**src/rtl/core_v_mini_mcu_pkg.sv**
```systemverilog
// Pad ring side enumeration shared with the MCU top level.
package core_v_mini_mcu_pkg;

  typedef enum logic [1:0] {
    TOP    = 2'b00,
    RIGHT  = 2'b01,
    BOTTOM = 2'b10,
    LEFT   = 2'b11
  } pad_side_e;

endpackage

```
**src/rtl/pad_cell_pkg.sv**
```systemverilog
// Shared types and attribute field offsets for the input pad cell filter.
package pad_cell_pkg;

  typedef enum logic [1:0] {
    NONE = 2'b00,
    RISE = 2'b01,
    FALL = 2'b10,
    BOTH = 2'b11
  } edge_mode_e;

  localparam int ATTR_FILT_EN  = 0;
  localparam int ATTR_INVERT   = 1;
  localparam int ATTR_EDGE_LSB = 2;
  localparam int ATTR_THR_LSB  = 4;

endpackage

```
**src/rtl/pad_filt_channel.sv**
```systemverilog
// One input pad channel: synchroniser, debounce filter, polarity, edge pulse and sticky pending flag.
module pad_filt_channel
  import pad_cell_pkg::*;
#(
  parameter int SYNC_STAGES = 2,
  parameter int CNT_W       = 8
) (
  input  logic             clk,
  input  logic             rst,
  input  logic             pad,
  input  logic             filt_en,
  input  logic             invert,
  input  edge_mode_e       edge_mode,
  input  logic [CNT_W-1:0] thr,
  input  logic             edge_clr,
  output logic             pad_out,
  output logic             pad_sync,
  output logic             edge_pulse,
  output logic             edge_pending
);

  logic [SYNC_STAGES-1:0] sync_q;
  logic                   stable;
  logic                   stable_d;
  logic                   stable_q;
  logic [CNT_W-1:0]       count;
  logic [CNT_W-1:0]       count_d;
  logic [CNT_W-1:0]       eff_thr;
  logic [CNT_W:0]         count_inc;
  logic                   thr_hit;
  logic                   rise_raw;
  logic                   fall_raw;
  logic                   rise_q;
  logic                   fall_q;
  logic                   rise_en;
  logic                   fall_en;

  // Shift the raw pad value through the synchroniser chain.
  always_ff @(posedge clk) begin
    if (rst) begin
      sync_q <= '0;
    end else begin
      sync_q <= {sync_q[SYNC_STAGES-2:0], pad};
    end
  end

  assign pad_sync = sync_q[SYNC_STAGES-1];

  // A threshold of zero behaves as one; the extra counter bit keeps the compare wrap-free.
  assign eff_thr   = (thr == '0) ? CNT_W'(1) : thr;
  assign count_inc = {1'b0, count} + (CNT_W+1)'(1);
  assign thr_hit   = (count_inc >= {1'b0, eff_thr});

  // Debounce decision: accept a new level only after it persists eff_thr cycles.
  always_comb begin
    stable_d = stable;
    count_d  = count;
    if (!filt_en) begin
      stable_d = pad_sync;
      count_d  = '0;
    end else if (pad_sync == stable) begin
      count_d  = '0;
    end else if (thr_hit) begin
      stable_d = pad_sync;
      count_d  = '0;
    end else begin
      count_d  = count_inc[CNT_W-1:0];
    end
  end

  // Filter state, previous stable level for edge detection, and sticky pending flag.
  always_ff @(posedge clk) begin
    if (rst) begin
      stable       <= 1'b0;
      stable_q     <= 1'b0;
      count        <= '0;
      edge_pending <= 1'b0;
    end else begin
      stable       <= stable_d;
      stable_q     <= stable;
      count        <= count_d;
      edge_pending <= (edge_pending & ~edge_clr) | edge_pulse;
    end
  end

  assign pad_out  = stable ^ invert;
  assign rise_raw = stable & ~stable_q;
  assign fall_raw = ~stable & stable_q;

  // Edges are reported in pad_out polarity, so inversion swaps rise and fall.
  assign rise_q     = invert ? fall_raw : rise_raw;
  assign fall_q     = invert ? rise_raw : fall_raw;
  assign rise_en    = (edge_mode == RISE) || (edge_mode == BOTH);
  assign fall_en    = (edge_mode == FALL) || (edge_mode == BOTH);
  assign edge_pulse = (rise_q & rise_en) | (fall_q & fall_en);

endmodule

```
**src/rtl/pad_cell_input_filt.sv**
```systemverilog
// Multi-channel input pad cell: per-channel synchronise, debounce, polarity and edge flagging.
module pad_cell_input_filt
  import pad_cell_pkg::*;
#(
  parameter int NCH         = 4,
  parameter int PADATTR     = 16,
  parameter int SYNC_STAGES = 2,
  parameter int CNT_W       = 8,
  parameter core_v_mini_mcu_pkg::pad_side_e SIDE = core_v_mini_mcu_pkg::TOP
) (
  input  logic                   clk_i,
  input  logic                   rst_i,
  input  logic [NCH-1:0]         pad_io,
  input  logic [NCH*PADATTR-1:0] pad_attributes_i,
  input  logic [NCH-1:0]         edge_clr_i,
  output logic [NCH-1:0]         pad_out_o,
  output logic [NCH-1:0]         pad_sync_o,
  output logic [NCH-1:0]         edge_o,
  output logic [NCH-1:0]         edge_pending_o
);

  if (SYNC_STAGES < 2) begin : g_bad_sync
    $error("pad_cell_input_filt: SYNC_STAGES must be at least 2");
  end
  if (CNT_W > PADATTR - ATTR_THR_LSB) begin : g_bad_cnt
    $error("pad_cell_input_filt: CNT_W must be at most PADATTR-4");
  end
  if (PADATTR < 12) begin : g_bad_attr
    $error("pad_cell_input_filt: PADATTR must be at least 12");
  end

  for (genvar k = 0; k < NCH; k++) begin : g_ch
    logic [PADATTR-1:0] attr;
    assign attr = pad_attributes_i[k*PADATTR +: PADATTR];

    if (PADATTR > ATTR_THR_LSB + CNT_W) begin : g_rsv
      logic unused_rsv;
      assign unused_rsv = ^attr[PADATTR-1:ATTR_THR_LSB+CNT_W];
    end

    pad_filt_channel #(
      .SYNC_STAGES (SYNC_STAGES),
      .CNT_W       (CNT_W)
    ) u_chan (
      .clk          (clk_i),
      .rst          (rst_i),
      .pad          (pad_io[k]),
      .filt_en      (attr[ATTR_FILT_EN]),
      .invert       (attr[ATTR_INVERT]),
      .edge_mode    (edge_mode_e'(attr[ATTR_EDGE_LSB +: 2])),
      .thr          (attr[ATTR_THR_LSB +: CNT_W]),
      .edge_clr     (edge_clr_i[k]),
      .pad_out      (pad_out_o[k]),
      .pad_sync     (pad_sync_o[k]),
      .edge_pulse   (edge_o[k]),
      .edge_pending (edge_pending_o[k])
    );
  end

endmodule

```
**config.mk**
```make
export PLATFORM = sky130hd
export DESIGN_NAME = pad_cell_input_filt
export DESIGN_NICKNAME = d
export VERILOG_FILES = /design/src/rtl/core_v_mini_mcu_pkg.sv /design/src/rtl/pad_cell_pkg.sv /design/src/rtl/pad_filt_channel.sv /design/src/rtl/pad_cell_input_filt.sv
export SDC_FILE = /design/constraint.sdc
export NUM_CORES = 1
export LEC_CHECK = 0
export CAP_MARGIN = 15
export CORE_MARGIN = 1
export CORE_UTILIZATION = 45
export CTS_CLUSTER_DIAMETER = 80
export DETAILED_ROUTE_END_ITERATION = 6
export GPL_TIMING_DRIVEN = 0
export PLACE_DENSITY = 0.73
export REMOVE_ABC_BUFFERS = 1
export SLEW_MARGIN = 20
export SYNTH_ARGS = -nofsm -noshare
export SYNTH_HDL_FRONTEND = slang
export SYNTH_SLANG_ARGS = --single-unit
export TNS_END_PERCENT = 20
```
**constraint.sdc**
```tcl
create_clock -name clk_i -period 7.82 [get_ports clk_i]
set_input_delay 1.564 -clock clk_i [delete_from_list [all_inputs] [get_ports clk_i]]
set_output_delay 1.564 -clock clk_i [all_outputs]
set_load 0.02 [all_outputs]
```
Yosys cells after proc, flatten, opt, wreduce, memory -nomap -nowiden

Index checks and enable logic that the tools add are counted.

Bits in registers: 52
Input bits: 74

$add $sub $neg: 4
Magnitude comparators: 4
Equality and inequality tests: 24
Muxes and demuxes: 24
Bitwise logic cells: 48
Reduce and logical (&&, ||, !) cells: 20

Operator list:

| operator            | number |
|---|---|
| $add 8x1->9 const B | 4 |
| $ge 9x8->1          | 4 |
| $logic_not 8->1     | 4 |
| $mux 8              | 4 |
| $and 1x1->1         | 20 |
| $mux 1              | 20 |
| $eq 2x2->1 const B  | 8 |
| $not 1->1           | 16 |
| $reduce_or 4->1     | 4 |
| $eq 2x1->1 const B  | 4 |
| $logic_or 1x1->1    | 8 |
| $ne 2x1->1 const B  | 4 |
| $ne 2x2->1 const B  | 4 |
| $or 1x1->1          | 8 |
| $reduce_and 2->1    | 4 |
| $eq 1x1->1          | 4 |
| $xor 1x1->1         | 4 |

Logic depth before layout (Yosys ltp)

Word-level depth: 6
Depth in mapped cells: 11
Mapped depth without buffers: 10

By module

Synthesis repeated with hierarchy kept, for this count alone.

Cell total of the unflattened synthesis: 337
Area total of the unflattened synthesis: 3061.7 um2

Modules (own cells, without submodules):

| module                                | instances | cells an instance | area each (um2) | sequential area each (um2) |
|---|---|---|---|---|
| pad_filt_channel (g_ch[0].u_chan ...) | 3         | 84                | 758.2           | 260.2 |
| pad_filt_channel (g_ch[1].u_chan)     | 1         | 85                | 787.0           | 260.2 |

Worst setup path before layout

OpenSTA, ideal clock, no wires.

Path kind: input-to-output
Start point: input port pad_attributes_i[1]
End point: output port edge_o[0]
Arrival: 2168 ps
Required time: 6256 ps
Slack: 4088 ps
Stages on the path: 4
Path through: mux2_2 nand2_1 o21ai_0 buf_4

Word-level cells in the longest chain between the ends: 3

RTL lines:

| item                      | line                                           | text |
|---|---|---|
| from (decl)               | pad_cell_input_filt.sv:14                      | `input logic [NCH*PADATTR-1:0] pad_attributes_i,` |
| $mux 1 (on tied branches) | pad_filt_channel.sv:91, pad_filt_channel.sv:92 |  |
| $and 1x1->1               | pad_filt_channel.sv:95                         | `assign edge_pulse = (rise_q & rise_en) \| (fall_q & fall_en);` |
| $or 1x1->1 (*)            | pad_filt_channel.sv:95                         |  |
| to (decl)                 | pad_cell_input_filt.sv:18                      | `output logic [NCH-1:0] edge_o,` |

Mark *: on every way between the ends. The rest lies on a longest branch, timed or not.

Worst setup path after layout

Start point: input port pad_attributes_i[49]
End point: output port edge_o[3]

The elaborated chain is that of the path after synthesis.

==> results.sh <==
export IMPL_outcome="complete, no violations"
export IMPL_yosysSeqAreaShare_pct=32.9
export IMPL_grt_usage_pct=16.1
export IMPL_yosys_warnings=0
export IMPL_power_share_clock_pct=30.9
export IMPL_synth_distinct_cells=34
export IMPL_drt_iter0_markers=66
export IMPL_syn_area_um2=3160
export IMPL_cts_max_level=2
export IMPL_root_buffer="clkbuf_8"
export IMPL_synth_cells=355
export IMPL_drc=0
export IMPL_area_growth_pct=25.4
export IMPL_finalClockSkew_ns=0.00576
export IMPL_drv_slew=0
export IMPL_hold_depth=1
export IMPL_fin_crit_ns=4.87
export IMPL_worst_pin_slew_ns=0.861
export IMPL_hold_buffers=0
export IMPL_fin_ws_ns=2.95
export IMPL_routed_wl_um=5520
export IMPL_cts_tree="yes"
export IMPL_crit_family="buffers and inverters"
export IMPL_dp_hpwl_um=4520
export IMPL_start_util_pct=46.5
export IMPL_post_drt_wl_per_cell_um=10.8
export IMPL_yosys_area_top_type_share_pct=32.9
export IMPL_rows=30
export IMPL_cp_slowest_cell="clkdlybuf4s50_1"
export IMPL_grt_pass1_wl_um=9660
export IMPL_p_seq_share_pct=54.4
export IMPL_r2r_start="g_ch[3].u_chan.count[0]"
export IMPL_die_h_um=85.8
export IMPL_antenna_cells=0
export IMPL_finalNetCount=526
export IMPL_path_clk_slew_ns=0.09
export IMPL_avgSynthCellArea_um2=8.90
export IMPL_switching_share_pct=22.5
export IMPL_synth_edf_count=0
export IMPL_rr_endpoint="g_ch[3].u_chan.count[7]"
export IMPL_synthFlopType="dfxtp_1"
export IMPL_ys_ff_latch=52
export IMPL_hold_ws_ns=0.443
export IMPL_cts_resized=0
export IMPL_place_congestion=0.745
export IMPL_rsz0062_at_grt="no"
export IMPL_cap_violations=0
export IMPL_die_area_um2=7360
export IMPL_crit_arrival_ns=3.31
export IMPL_antenna_left=0
export IMPL_hp_class="reg -> reg"
export IMPL_relSlewSlack_pct=42.4
export IMPL_num_fill_cells=637
export IMPL_grt_ovfl_total=0
export IMPL_synthTopCellsByArea="dfxtp_1, ha_1, nor2b_1"
export IMPL_place_ws_ns=2.95
export IMPL_vdd_drop_max_v=0.0000595
export IMPL_antenna_found_initial=0
export IMPL_total_power_w=0.000498
export IMPL_io_buffers=73
export IMPL_reg2reg_depth=10
export IMPL_critPathMostFrequentCell="clkdlybuf4s50_1"
export IMPL_post_cts_setup_buffer_count=0
export IMPL_ios=90
export IMPL_cp_end_kind="output port"
export IMPL_crit_chain="clkdlybuf4s50_1 -> mux2_2 -> nand2_1 -> o21ai_0 -> clkdlybuf4s50_1"
export IMPL_drive_gt1_share_pct=6.24
export IMPL_vias=2463
export IMPL_grt_max_degree=25
export IMPL_start_kind="primary input"
export IMPL_finalCritPeriodShare_pct=62.3
export IMPL_clkSinkCount=52
export IMPL_crit_type="in -> out"
export IMPL_cts_buffers=5
export IMPL_cpPeakStageDelay_ns=0.68
export IMPL_crit_path_max_fanout=3
export IMPL_synth_area_leader_cell="dfxtp_1"
export IMPL_p_comb_share_pct=14.7
export IMPL_vias_per_cell=4.80
export IMPL_setup_tns_ns=0
export IMPL_cp_required_ns=6.26
export IMPL_clock_path_buffers=2
export IMPL_p_per_area_nw_per_um2=126
export IMPL_synth_async_reset_ratio_pct=0
export IMPL_clk_insertion_delay_late_ns=0.30
export IMPL_core_area_um2=6790
export IMPL_fmax_ghz=0.205
export IMPL_p_leak_nw=1.83
export IMPL_critPathBufInv=2
export IMPL_p_sw_w=0.000112
export IMPL_reg2reg_setup_slack_ns=4.82
export IMPL_min_to="g_ch[0].u_chan.sync_q[1]"
export IMPL_first_global_vias=2338
export IMPL_drtPass1Iterations=4
export IMPL_setup_violations_final=0
export IMPL_finalHoldViolCount=0
export IMPL_p_int_w=0.000386
export IMPL_hp_start="g_ch[0].u_chan.sync_q[0]"
export IMPL_die_x_um=85.8
## how the worst max path moves through the flow
stage                          from        end  slack [ns]  cells after the start
6_report       pad_attributes_i[49]  edge_o[3]        2.95                      5
5_1_grt        pad_attributes_i[49]  edge_o[3]        2.91                      5
4_1_cts        pad_attributes_i[49]  edge_o[3]        2.95                      5
3_5_place_dp   pad_attributes_i[49]  edge_o[3]        2.95                      5
3_3_place_gp   pad_attributes_i[49]  edge_o[3]        2.96                      5
2_1_floorplan   pad_attributes_i[1]  edge_o[0]        3.92                      3
## layout by cell type, fill, tap and decap left out, types with 7 or more instances in the layout
| master | instances |
|---|---|
| nand4_1 | 7 |
| mux2_2 | 8 |
| nor2b_1 | 42 |
| clkdlybuf4s50_1 | 73 |
| nand2_1 | 20 |
| dfxtp_1 | 52 |
| ha_1 | 36 |
| xnor2_1 | 14 |
| inv_1 | 36 |
| nor2_1 | 23 |
| o21ai_0 | 8 |
| nand3_1 | 17 |
| xor2_1 | 18 |
## kinds of logic (layout without fill, tap and decap cells)
logic type	after synthesis	count (layout)	share of synthesized area (%)
compound gates	35	35	8.47
xor+xnor	32	32	8.87
fa+ha+maj	36	36	14.3
buf+inv	55	117	8.67
flops	52	52	32.9
mux	12	12	4.12
simple gates	133	133	22.7
## registers in the layout, summed over array words and instances, names as in the netlist
name and flops:
g_ch.u_chan.count 32, g_ch.u_chan.stable_q 4, g_ch.u_chan.stable 4, g_ch.u_chan.sync_q 8, g_ch.u_chan.edge_pending 4
## synthesized netlist by cell type, types with 2 or more instances
cell	n
xnor2_1	14
a21o_1	6
mux2_2	8
dfxtp_1	52
nand4_1	7
inv_1	36
o21ai_0	8
a221oi_1	3
nand2b_1	3
a211o_1	2
clkbuf_1	2
nor2_2	2
ha_1	36
xor2_1	18
buf_4	16
a41o_1	4
a21oi_1	4
nor2b_2	6
nand3_1	17
mux2i_1	4
nor2_1	23
nand2_1	20
o21ba_2	4
nor4_1	4
and3_1	6
nor2b_1	42
## layout make-up
cell class	instances	area (µm²)	area share, %
well taps	96	120	3.03
inverters	36	135	3.41
multi-input cells	248	1850	46.6
clock buffers	8	90.1	2.27
flip-flops and latches	52	1040	26.3
repair buffers	73	731	18.4
## metrics by stage
stage	util [%]	std cells	area (µm²)
2_1_floorplan	-	336	3020
3_3_place_gp	57.0	505	3870
3_5_place_dp	57.0	505	3870
4_1_cts	58.3	513	3960
5_1_grt	58.3	513	3960
6_report	58.3	513	3960
## power groups by stage
stage / clock, W / sequential [W] / combinational [W]
floorplan: 0 / 0.000278 / 0.0000287
global placement: 0 / 0.000277 / 0.0000726
detailed placement: 0 / 0.000277 / 0.0000741
CTS: 0.000162 / 0.000271 / 0.0000744
global route: 0.000172 / 0.000272 / 0.0000817
finish: 0.000154 / 0.000271 / 0.0000733
## layer usage
| metal | track usage [%] | share of wire, % | vias to the layer above |
|---|---|---|---|
| met1 | 20.6 | 48 | 1098 |
| met5 | 0 | 0 | - |
| met4 | 5.45 | 1.7 | 0 |
| met3 | 3.66 | 4.5 | 9 |
| li1 | - | - | 1301 |
| met2 | 26.9 | 46 | 55 |
Power figures use the tool's default switching activity.
